==> src/rtl/fetch_unit.sv <==
// fetch_unit
// Instruction fetch stage for the 16-bit core. It owns the program counter,
// keeps at most one word read outstanding to instruction memory, and presents
// a registered IF/ID instruction word to decode. Stall holds the stage,
// Redirect flushes it, and a one-entry skid buffer catches a response that
// returns while decode is stalled.
//
// Ports:
//   clk         system clock, rising edge
//   rst_n       synchronous active-low reset
//   ImemReq     read request to instruction memory
//   ImemAddr    word address of the request (the PC)
//   ImemGnt     memory accepted the request this cycle
//   ImemRvalid  read data valid (one per grant, at least a cycle later)
//   ImemRdata   read data
//   Stall       decode cannot accept a new instruction
//   Redirect    taken branch/jump: flush and refetch from RedirectPC
//   RedirectPC  redirect target word address
//   InstrValid  Instr/InstrPC hold a live instruction
//   Instr       registered instruction word
//   InstrPC     word address Instr was fetched from
module fetch_unit #(
  parameter logic [15:0] RESET_PC = 16'h0000
) (
  input  logic        clk,
  input  logic        rst_n,
  output logic        ImemReq,
  output logic [15:0] ImemAddr,
  input  logic        ImemGnt,
  input  logic        ImemRvalid,
  input  logic [15:0] ImemRdata,
  input  logic        Stall,
  input  logic        Redirect,
  input  logic [15:0] RedirectPC,
  output logic        InstrValid,
  output logic [15:0] Instr,
  output logic [15:0] InstrPC
);

  localparam logic [1:0] S_REQ  = 2'd0;
  localparam logic [1:0] S_WAIT = 2'd1;
  localparam logic [1:0] S_DROP = 2'd2;

  logic [1:0]  state;
  logic [15:0] pc;
  logic [15:0] req_pc;
  logic        buf_valid;
  logic [15:0] buf_instr;
  logic [15:0] buf_pc;

  logic        granted;
  logic        rsp_live;
  logic        rsp_to_out;

  // No new request while the skid buffer is occupied, so the buffer can never
  // be asked to hold a second word.
  assign ImemReq    = rst_n && (state == S_REQ) && !buf_valid;
  assign ImemAddr   = pc;
  assign granted    = ImemReq && ImemGnt;
  assign rsp_live   = (state == S_WAIT) && ImemRvalid;
  assign rsp_to_out = rsp_live && (!InstrValid || !Stall);

  always_ff @(posedge clk) begin
    if (!rst_n) begin
      state      <= S_REQ;
      pc         <= RESET_PC;
      req_pc     <= RESET_PC;
      InstrValid <= 1'b0;
      Instr      <= 16'h0000;
      InstrPC    <= 16'h0000;
      buf_valid  <= 1'b0;
      buf_instr  <= 16'h0000;
      buf_pc     <= 16'h0000;
    end else if (Redirect) begin
      // Flush: anything granted but not yet returned must be swallowed in DROP.
      pc         <= RedirectPC;
      InstrValid <= 1'b0;
      buf_valid  <= 1'b0;
      case (state)
        S_REQ:   if (granted) state <= S_DROP;
        S_WAIT:  state <= ImemRvalid ? S_REQ : S_DROP;
        S_DROP:  if (ImemRvalid) state <= S_REQ;
        default: state <= S_REQ;
      endcase
    end else begin
      // Fetch control
      case (state)
        S_REQ: begin
          if (granted) begin
            req_pc <= pc;
            pc     <= pc + 16'd1;
            state  <= S_WAIT;
          end
        end
        S_WAIT:  if (ImemRvalid) state <= S_REQ;
        S_DROP:  if (ImemRvalid) state <= S_REQ;
        default: state <= S_REQ;
      endcase

      // IF/ID register and skid buffer
      if (rsp_to_out) begin
        InstrValid <= 1'b1;
        Instr      <= ImemRdata;
        InstrPC    <= req_pc;
      end else if (rsp_live) begin
        buf_valid <= 1'b1;
        buf_instr <= ImemRdata;
        buf_pc    <= req_pc;
      end else if (InstrValid && !Stall) begin
        if (buf_valid) begin
          Instr     <= buf_instr;
          InstrPC   <= buf_pc;
          buf_valid <= 1'b0;
        end else begin
          InstrValid <= 1'b0;
        end
      end
    end
  end

endmodule

==> config.mk <==
export PLATFORM = sky130hd
export DESIGN_NAME = fetch_unit
export DESIGN_NICKNAME = d
export VERILOG_FILES = /design/src/rtl/fetch_unit.sv
export SDC_FILE = /design/constraint.sdc
export NUM_CORES = 1
export LEC_CHECK = 0
export ABC_AREA = 1
export BUFFER_PORTS_ARGS = -buffer_cell sky130_fd_sc_hd__buf_2
export CORE_AREA = 3 3 96 98
export DETAILED_ROUTE_END_ITERATION = 10
export DIE_AREA = 0 0 99 101
export GPL_ROUTABILITY_DRIVEN = 0
export PLACE_DENSITY = 0.83
export SETUP_SLACK_MARGIN = 0.15
export SLEW_MARGIN = 20
export SYNTH_ARGS = -nofsm -noshare
export SYNTH_HDL_FRONTEND = slang
export SYNTH_SLANG_ARGS = --single-unit
==> constraint.sdc <==
create_clock -name clk -period 1.9 [get_ports clk]
set_clock_uncertainty 0.15 [all_clocks]
set_input_delay 0 -clock clk [delete_from_list [all_inputs] [get_ports clk]]
set_output_delay 0 -clock clk [all_outputs]
set_load 0.005 [all_outputs]
# Word-level counts from Yosys, hierarchy flattened
# Index checks and enable logic that the tools add are counted.
[totals]
regBits = 100
latchBits = 0
ram_bits = 0
romBits = 0
in_bits = 38
out_inout_bits = 50
word_cells = 66
n_memories = 0
[op_classes]
addsub = 1
multipliers = 0
n_div = 0
n_lt_le_gt_ge = 0
n_eq_ne = 5
shifts = 0
muxes = 24
bitwise_logic = 3
n_reduce_logical = 24
[ops]
columns = ["op", "n"]
rows = [
  ["$mux 16", 11],
  ["$add 16x1->16 const B", 1],
  ["$mux 2", 5],
  ["$reduce_bool 2->1", 5],
  ["$reduce_and 3->1", 3],
  ["$logic_and 1x1->1", 6],
  ["$mux 1", 6],
  ["$pmux 2 s3", 1],
  ["$ne 2x1->1 const B", 2],
  ["$pmux 2 s2", 1],
  ["$reduce_and 2->1", 2],
  ["$reduce_and 4->1", 1],
  ["$reduce_or 2->1", 2],
  ["$logic_not 1->1", 3],
  ["$not 1->1", 3],
  ["$eq 2x1->1 const B", 1],
  ["$eq 2x2->1 const B", 1],
  ["$logic_not 2->1", 1],
  ["$ne 2x2->1 const B", 1],
  ["$logic_or 1x1->1", 1],
]

# Longest topological paths before layout
# Gate-level depths: netlist of run 1.
[logic_depth]
word_depth = 7
ltp_mapped = 10
depth_no_buf = 9

# Worst setup path before layout of run 1
# No wires, ideal clock.
[synth_path]
path_kind = "reg-to-reg"
start = "register state[1]"
end = "register InstrPC[10]"
setup_time_ps = 116
t_arrival_ps = 1370
required_ps = 1634
slack_ps = 264
stages_incl_launch_ff = 10
path_buffers = 1
synth_period_minus_slack_ps = 1636
cell_sequence = "dfxtp_1 -> inv_1 -> ha_1 -> nand2_4 -> clkinv_4 -> nand2_8 -> clkbuf_1 -> o21ai_0 -> o21ai_1 -> a21oi_1"
[synth_via]
elab_chain_cells = 5
word_cells_on_any_way = 8
[synth_rtl]
columns = ["element", "line", "rtl"]
rows = [
  ["start: declaration", "44", "logic [1:0] state;"],
  ["start signal: assignment", "81", "S_WAIT: state <= ImemRvalid ? S_REQ : S_DROP;"],
  ["$eq 2x1->1 *", "60", "assign rsp_live = (state == S_WAIT) && ImemRvalid;"],
  ["$logic_and 1x1->1 *", "60", ""],
  ["$logic_and 1x1->1", "61", "assign rsp_to_out = rsp_live && (!InstrValid || !Stall);"],
  ["$ne 2x1->1 (no source line) / $reduce_bool 2->1 (equally long branches)", "-", ""],
  ["$reduce_and 4->1 (no source line)", "-", ""],
  ["end signal: assignment", "104", "InstrPC <= req_pc;"],
  ["end signal: assignment", "112", "InstrPC <= buf_pc;"],
  ["end: declaration", "37", "output logic [15:0] InstrPC"],
]
# Mark *: on every way between the ends. The rest lies on a longest branch, timed or not.
# A chain may end at the register's enable or synchronous reset.

# Worst setup path in the final report of run 1
[layout_path]
start = "register state[1]"
end = "register InstrPC[2]"
# Same word-level chain as after synthesis.

==> metrics, run 1 <==
Post-Syn Nets=673; routed vias/inst=5.431; crit path DAT=1.96 ns; layout cells sized above 1=22.77%; Initial Utilization=53.53%; placed instance area=5036 µm²; clk_lat worst skew=0.37 ns; RR Startpoint=state[1]; WHS=0.03219 ns; CTS tree=done; Pint=3.115 mW; Clk pin slew, worst setup/hold paths=0.11 ns; sequential power share=50.4%; Metal-1 WL=5.280 mm; Area growth syn-to-layout=33.87%; Top Layer Used=met4; CTS buffer count=9; Mapped Cells=630; achievable clock frequency=0.5466 GHz; Finished Cell Area=6127 µm²; port bufs=87; Worst Path Class, Setup=register to register; routed length on met2=6.642 mm; syn avg cell area=7.265 µm²; Routed WL=13.04 mm; logic gate share of total power=21.1%; Max-Cap Viols=0; final setup fails=0; CP startpoint=state[1]; Ys Warns=0; Max Buffers Root-to-Sink=2; share of the yosys chip area belonging to registers=43.74%; dpl hpwl=7.226 mm; Hold Path Class=input pin to register; die width=99 µm; wire length of the first global-routing pass=19.01 mm; Residual DRC=0; CTS sink cnt=100; Distinct cells, synth=34; initial DRC count=260; vias in the first global route=4347; Hold Crit Start=Redirect; Crit. End Element=register; Max VDD drop=0.3636 mV; CTS Root Cell=clkbuf_8; Synth Register Bits=100; Pre-Repair DR Iteration Count=6; Die ar.=9999 µm²; Crit Path Max Fanout=9; Worst Max-Slew Pin Slew=0.6982 ns; WL met3=880 µm; via count=4785; initial antenna violation count=0; Slew Viols, Final=0; Nets=811; # diodes=0; core area=8551 µm²; largest net degree at the start of global routing=86; Final min period=1.830 ns; RSZ-0062 raised after global routing=yes; CP startpoint kind=register; Mapped Area=4577 µm²; clock share of power=28.6%; Worst Path Required=2.03 ns; Routed wire per std cell=14.80 µm; FILL cells=639; Final period util=96.30%; max_slew headroom=53.45%; I/O pins=88; P_leak=2.650 nW; NetSw=1.396 mW; global-route total usage across every layer=22.78%; DRT antenna net count=0; final hold violations=0; H-tree levels=3; FP Rows=34; total gr overflow=0; outcome=finished clean; Die Ht=101 µm; Net Sw Frac=30.94%; power per standard cell area=736.1 nW/µm²
## metal layers
metal / GRT usage (%) / up-vias
li1: - / 2332
met1: 28.49 / 2194
met2: 39.88 / 228
met3: 3.529 / 31
met4: 7.983 / 0
met5: 0 / -
## flip-flops by register name (all words and copies together), names as in the netlist
signal and cells:
Instr 16, state 2, req_pc 16, buf_pc 16
buf_valid 1, buf_instr 16, ImemAddr 16, InstrPC 16
InstrValid 1
## cell families (layout without fill, tap and decap cells)
group                      after synthesis  count (layout)  synth area share (%)
AOI/OAI and AO/OA                      230             230                 25.62
and+or+nand+nor                        150             151                 14.79
buffers and inverters                  142             284                 13.91
DFF                                    100             100                 43.74
adders and majority gates                5               5                 1.367
xor gates and xnor gates                 3               3                0.5742
## worst paths after layout
kind                endpoint  slack (ns)  cells after the start
setup reg to reg  InstrPC[2]        0.07                     10
hold / removal      state[0]        0.03                      3
setup / recovery  InstrPC[2]        0.07                     10
hold reg to reg    Instr[12]        0.30                      2
## power by group through the flow
stage                     Combinational [mW]  Sequential, mW  Clock (mW)
after floorplan                        0.452            2.30           0
after global routing                    1.04            2.28        1.38
final                                  0.951            2.27        1.29
after global placement                 0.625            2.31           0
after CTS                              0.806            2.27        1.29
after detailed placement               0.657            2.31           0
## worst max-delay path, cell delays in order (launching register included)
cell	delay, ns
dfxtp_2	0.34
inv_2	0.07
ha_4	0.16
nand2_8	0.07
clkinv_8	0.06
nand2_8	0.06
buf_6	0.15
clkbuf_16	0.16
o21ai_1	0.17
o21ai_1	0.13
a21oi_1	0.22
## cell usage after synthesis (all sizes together)
| master | count | share of area (%) |
|---|---|---|
| a21oi | 93 | 10 |
| a31oi | 4 | 0.55 |
| and3 | 1 | 0.14 |
| buf | 26 | 4.3 |
| clkbuf | 9 | 0.74 |
| clkinv | 2 | 0.30 |
| dfxtp | 100 | 44 |
| ha | 5 | 1.4 |
| inv | 105 | 8.6 |
| nand2 | 93 | 8.5 |
| nand3 | 22 | 2.7 |
| nand4 | 5 | 0.82 |
| nor2 | 27 | 2.4 |
| nor3 | 1 | 0.11 |
| o211ai | 1 | 0.16 |
| o21ai | 130 | 14 |
| o221ai | 1 | 0.19 |
| o31ai | 1 | 0.16 |
| or2 | 1 | 0.14 |
| xor2 | 3 | 0.57 |
## cell usage in the layout (no fill, tap or decap), types with 4 or more instances in the layout
cell           instances
a21oi_2                7
nand3_1               21
nand2_1               87
buf_4                 17
nor2_1                23
a31oi_1                4
buf_12                 6
o21ai_1               48
o21ai_0               76
dlygate4sd3_1         39
a21oi_1               85
buf_2                 87
o21ai_2                6
clkbuf_8               9
clkbuf_16              6
inv_1                102
nand4_1                4
dfxtp_1               97
## timing repair
item	in CTS	in global routing
cloned	4	7
hold buffers	39	0
hold endpoints to repair	52	0
pin swaps	2	1
setup endpoints to repair	83	87
resized for setup	17	36
buffers inserted	6	10
## metrics by stage
| step | TNS [ns] | worst slack, ns | power (mW) | instances | util [%] |
|---|---|---|---|---|---|
| 6_report | 0 | 0.07037 | 4.510 | 881 | 71.66 |
| 5_1_grt | -0.007957 | -0.007957 | 4.708 | 881 | 71.66 |
| 4_1_cts | 0 | 0.1530 | 4.364 | 864 | 68.09 |
| 3_5_place_dp | 0 | 0.008181 | 2.968 | 799 | 58.90 |
| 3_3_place_gp | 0 | 0.1024 | 2.931 | 799 | 58.90 |
| 2_1_floorplan | 0 | 0.2639 | 2.755 | 630 | - |
## cell type report
cell class	count	area, µm²	area share (%)
Sequential cell	100	2008	32.78
Inverter	107	416.7	6.800
Multi-Input combinational cell	389	2044	33.37
Clock buffer	9	123.9	2.022
Timing Repair Buffer	161	1340	21.87
Tap cell	108	135.1	2.205
Clock inverter	7	58.81	0.9598
No activity file was read; power rests on OpenSTA's default activity.
==> inputs of run 2 (changes only) <==
==> constraint.sdc (replaced) <==
create_clock -name clk -period 1.9 [get_ports clk]
set_clock_uncertainty 0.15 [all_clocks]
set_input_delay 0.095 -clock clk [delete_from_list [all_inputs] [get_ports clk]]
set_output_delay 0.095 -clock clk [all_outputs]
set_load 0.005 [all_outputs]
==> metrics, run 2 (synthesis results as in run 1) <==
fin worst setup slack=0.1451 ns; Slew Viols, Final=0; total negative slack=0 ns; Area growth syn-to-layout=32.20%; Max-Cap Viols=0; worst slack at placement=0.002260 ns; Max Buffers Root-to-Sink=2; Worst Path Required=1.99 ns; Final min period=1.755 ns; Worst Max-Slew Pin Slew=0.7291 ns; final setup fails=0; Die Ht=101 µm; Net Sw Frac=29.84%; Final Util=70.76%; CTS buffer count=9; outcome=finished clean; Hold Crit Start=Redirect; core area=8551 µm²; DRT antenna net count=0; Worst Path Class, Setup=register to register; WHS=0.02048 ns; vias in the first global route=4093; dpl hpwl=7.282 mm; Crit. End Element=register; Routed wire per std cell=14.38 µm; power per standard cell area=753.9 nW/µm²; Hold Crit Depth=3; Pint=3.200 mW; RSZ-0062 raised after global routing=yes; clk_lat worst skew=0.35 ns; global-route total usage across every layer=22.21%; CTS tree=done; CTS sink cnt=100; Nets=798; H-tree levels=3; crit path DAT=1.85 ns; Clk pin slew, worst setup/hold paths=0.10 ns; RR Startpoint=state[0]; sequential power share=49.9%; I/O pins=88; layout cells sized above 1=23.95%; largest net degree at the start of global routing=86; Residual DRC=0; final hold violations=0; routed vias/inst=5.309; Crit Path Max Fanout=15; logic gate share of total power=18.6%; clock share of power=31.5%; die width=99 µm; CP startpoint kind=register; r2r setup slk=0.15 ns; Initial Utilization=53.53%; NetSw=1.361 mW; P_leak=2.601 nW; Hold Path Class=input pin to register; Finished Cell Area=6051 µm²; # diodes=0; total gr overflow=0; reg2reg path depth=9; wire length of the first global-routing pass=18.45 mm; FP Rows=34; Final period util=92.36%; Max VDD drop=0.4442 mV; most common cell after layout, fill and taps aside=inv_1; Hold EP=state[0]; Pre-Repair DR Iteration Count=5; initial DRC count=280; Routed WL=12.48 mm; via count=4608; placed instance area=5044 µm²; Die ar.=9999 µm²; max_slew headroom=51.39%; CTS Root Cell=clkbuf_8; initial antenna violation count=0; port bufs=87; RR Endpoint=InstrPC[7]; achievable clock frequency=0.5698 GHz; most frequent cells in the layout=inv_1, dfxtp_1, o21ai_0
run 2: changes by cell type in the layout (fill, tap and decap cells not counted), moves of 4 or more:
cell / delta
o21ai_0: +15
dlygate4sd3_1: -4
o21ai_1: -15
buf_4: -7
a21oi_2: +16
a21oi_1: -16
run 2: area by class of cell:
type | instances | area, µm²
clock buffer | 9 | 123.9
clock inverter | 7 | 91.34
multi-input combinational | 389 | 2096
tap | 108 | 135.1
fill | 647 | 2500
timing repair buffer | 148 | 1187
inverter | 107 | 410.4
sequential | 100 | 2007
run 2: worst max path at each step:
stage / start / endpoint / slack [ns] / cells after the start
2_1_floorplan: state[1] / InstrPC[10] / 0.26 / 9
3_3_place_gp: state[0] / Instr[15] / 0.11 / 9
3_5_place_dp: state[0] / Instr[15] / 0.002 / 9
4_1_cts: state[0] / req_pc[13] / 0.13 / 7
5_1_grt: state[0] / req_pc[1] / 0.07 / 7
6_report: state[0] / InstrPC[7] / 0.15 / 9
run 2: power groups by stage:
stage	Clock, mW	Sequential, mW	Combinational [mW]
floorplan	0	2.30	0.452
global placement	0	2.31	0.627
detailed placement	0	2.31	0.660
CTS	1.46	2.27	0.767
global route	1.53	2.29	0.943
finish	1.44	2.28	0.847
run 2: worst max-delay path, stage by stage (launching register included):
cell	delay [ns]
dfxtp_4	0.40
ha_4	0.15
nand2_4	0.08
inv_8	0.08
nand2_8	0.07
nand2_4	0.08
nand3_4	0.17
buf_12	0.21
o21ai_1	0.20
a21oi_2	0.05
run 2: per-stage QoR:
step,cells,power [mW]
floorplan,630,2.755
global placement,800,2.933
detailed placement,800,2.970
CTS,857,4.499
global route,868,4.765
finish,868,4.562
run 2: routing by layer:
layer	wire length [µm]	share of wire (%)	global-route usage, %	vias up
li1	-	-	-	2297
met1	5239	42	28.12	2144
met2	6528	52	39.62	157
met3	630	5.0	4.706	10
met4	84	0.67	3.571	0
met5	0	0	0	-
run 2: repair_timing:
item                       4_1_cts  5_1_grt
setup endpoints to repair       85       76
pin swaps                        2       10
hold endpoints to repair        34        0
hold buffers                    35        0
cloned                           2        6
setup buffers                    4        5
resized for setup                8       41
==> inputs of run 3 (changes only) <==
- ABC_AREA: 1 -> not set
- CORE_AREA: 3 3 96 98 -> 3 3 93 95
- CTS_CLUSTER_SIZE: not set -> 10
- DIE_AREA: 0 0 99 101 -> 0 0 96 98
- PLACE_DENSITY: 0.83 -> 0.82
==> metrics, run 3 <==
outcome=finished, violations left; failing checks=setup timing; largest family of logic cells by synthesized area=simple AND/OR/NAND/NOR gates; worst slack at placement=-0.1124 ns; total gr overflow=0; routed vias/inst=6.064; RR Endpoint=InstrPC[9]; RSZ-0062 raised after global routing=yes; Hold Crit Depth=3; CTS sink cnt=100; syn avg cell area=8.441 µm²; Routed WL=15.96 mm; max_slew headroom=60.31%; Crit Path Max Fanout=6; Worst Setup EP=InstrPC[9]; cell taking the most area after synthesis=dfxtp_1; WHS=0.09537 ns; power per standard cell area=830.4 nW/µm²; Crit. End Element=register; Adder-Cell Fraction of Synth Area=1.482%; cell mode on critical path=buf_6; achievable clock frequency=0.4587 GHz; core area=7807 µm²; wire length of the first global-routing pass=22.78 mm; post-synth top area share=47.44%; Simple-Gate Fraction of Synth Area=19.33%; mux cell area share after synthesis=8.301%; total negative slack=-5.670 ns; Final min period=2.180 ns; Ys Warns=0; CP top delay family=buffers and inverters; via count=4712; share of the yosys chip area belonging to registers=47.44%; Distinct cells, synth=38; Hold Path Class=input pin to register; final setup fails=65; worst path cell trace=inv_2 -> buf_6 -> buf_6 -> ha_4 -> nand2_8 -> a221oi_4 -> buf_6 -> buf_6 -> buf_12 -> nor2_2 -> a211oi_2; DRT antenna net count=0; placed cells=687; H-tree levels=3; Max Buffers Root-to-Sink=2; layout cells sized above 1=34.96%; Worst Max-Slew Pin Slew=0.5944 ns; Worst Path Class, Setup=register to register; die width=96 µm; I/O pins=88; Nets=713; FP Rows=32; Buf/Inv on CP=6; dpl hpwl=7.000 mm; reg2reg path depth=11; most frequent cells in the layout=dfxtp_1, nand2_1, buf_2; clk_lat worst skew=0.38 ns; vias in the first global route=4621; CP max stage delay=0.34 ns; port bufs=87; most common cell after layout, fill and taps aside=dfxtp_1; fin worst setup slack=-0.2802 ns; Initial Utilization=54.05%; Post-Syn Nets=543; P_leak=2.443 nW; most frequent cell after synthesis=nand2_1; Synth area leaders=dfxtp_1, nand2_1, mux2i_1, a21oi_1, a211oi_1; Post-synth ARST share=0%; Worst Path Required=2.00 ns; Clk pin slew, worst setup/hold paths=0.10 ns; Slew Viols, Final=0; xor-xnor portion of the synthesized cell area=1.660%; CTS buffer count=9; Max VDD drop=0.4458 mV; largest net degree at the start of global routing=62; RR Startpoint=state[1]; r2r setup slk=-0.28 ns; Area growth syn-to-layout=55.56%; CP startpoint kind=register; # diodes=0; critical path depth in cells=11; Main synth FF type=dfxtp_1; Final period util=114.7%; Synth Register Bits=100; Die Ht=98 µm; CTS Root Cell=clkbuf_8; Mapped Cells=500; CP startpoint=state[1]; crit path DAT=2.28 ns; top cells by instance count after synthesis=nand2_1, dfxtp_1, a21oi_1, nor2_1; Finished Layout Cells=777; Routed wire per std cell=20.54 µm; slowest stage cell on the critical path=dfxtp_2; number of synthesized flops with an enable pin=0; initial DRC count=364; Mapped Area=4220 µm²; CTS tree=done; Max-Cap Viols=0; initial antenna violation count=0; Residual DRC=0; Pre-Repair DR Iteration Count=6; global-route total usage across every layer=30.99%; Die ar.=9408 µm²; final hold violations=0; post-synthesis compound-gate area fraction=17.70%
-- run 3: where the power goes --
part | switching [mW] | total, mW | internal (mW)
Combinational | 0.750 | 1.58 | 0.829
Clock | 0.781 | 1.53 | 0.748
Sequential | 0.109 | 2.34 | 2.23
-- run 3: routing by layer --
layer	wire length, µm	track usage, %	up-vias
li1	-	-	2090
met1	5718	35.20	2215
met2	8009	54.49	337
met3	1460	6.857	70
met4	768	13.35	0
met5	0	0.5556	-
-- run 3: what timing repair did --
item                                    4_1_cts  5_1_grt
hold buffers                                 43        0
endpoints found under the setup margin       70       96
pin swaps                                    26       29
buffers inserted                             16        1
endpoints found under the hold margin        50        0
gates cloned                                 12        2
resized for setup                            48       59
-- run 3: worst register-to-register path: cells and delay by family, from the launching register on --
| kind | cells | cell delay (ns) |
|---|---|---|
| buf+inv | 6 | 0.70 |
| compound gates | 2 | 0.59 |
| flops | 1 | 0.34 |
| fa+ha+maj | 1 | 0.16 |
| simple gates | 2 | 0.13 |
-- run 3: cell families after synthesis --
logic type                 after synthesis
adders and majority gates                5
xor gates and xnor gates                 8
and+or+nand+nor                        186
AOI/OAI and AO/OA                      122
buffers and inverters                   44
DFF                                    100
muxes                                   35
-- run 3: worst min path at each step --
stage                        from       endpoint  slack, ns
floorplan            ImemRdata[0]   buf_instr[0]       0.08
global placement    RedirectPC[2]    ImemAddr[2]       0.19
detailed placement  ImemRdata[13]  buf_instr[13]       0.20
CTS                      Redirect     InstrValid       0.06
global route             Redirect     InstrValid       0.12
finish                   Redirect     InstrValid        0.1
-- run 3: final cells by class --
type | count | area (µm²)
multi-input cells | 356 | 2406
flip-flops and latches | 100 | 2004
repair buffers | 194 | 1778
fillers | 386 | 1242
clock buffers | 11 | 131.4
well taps | 102 | 127.6
clock inverters | 5 | 83.83
inverters | 9 | 33.78
-- run 3: per-stage QoR --
step / power, mW / area, µm² / utilization, %
after floorplan: 2.995 / 4295 / -
after global routing: 5.654 / 6565 / 84.09
after detailed placement: 3.408 / 5012 / 64.20
final: 5.452 / 6565 / 84.09
after CTS: 5.252 / 6305 / 80.75
after global placement: 3.361 / 5012 / 64.20
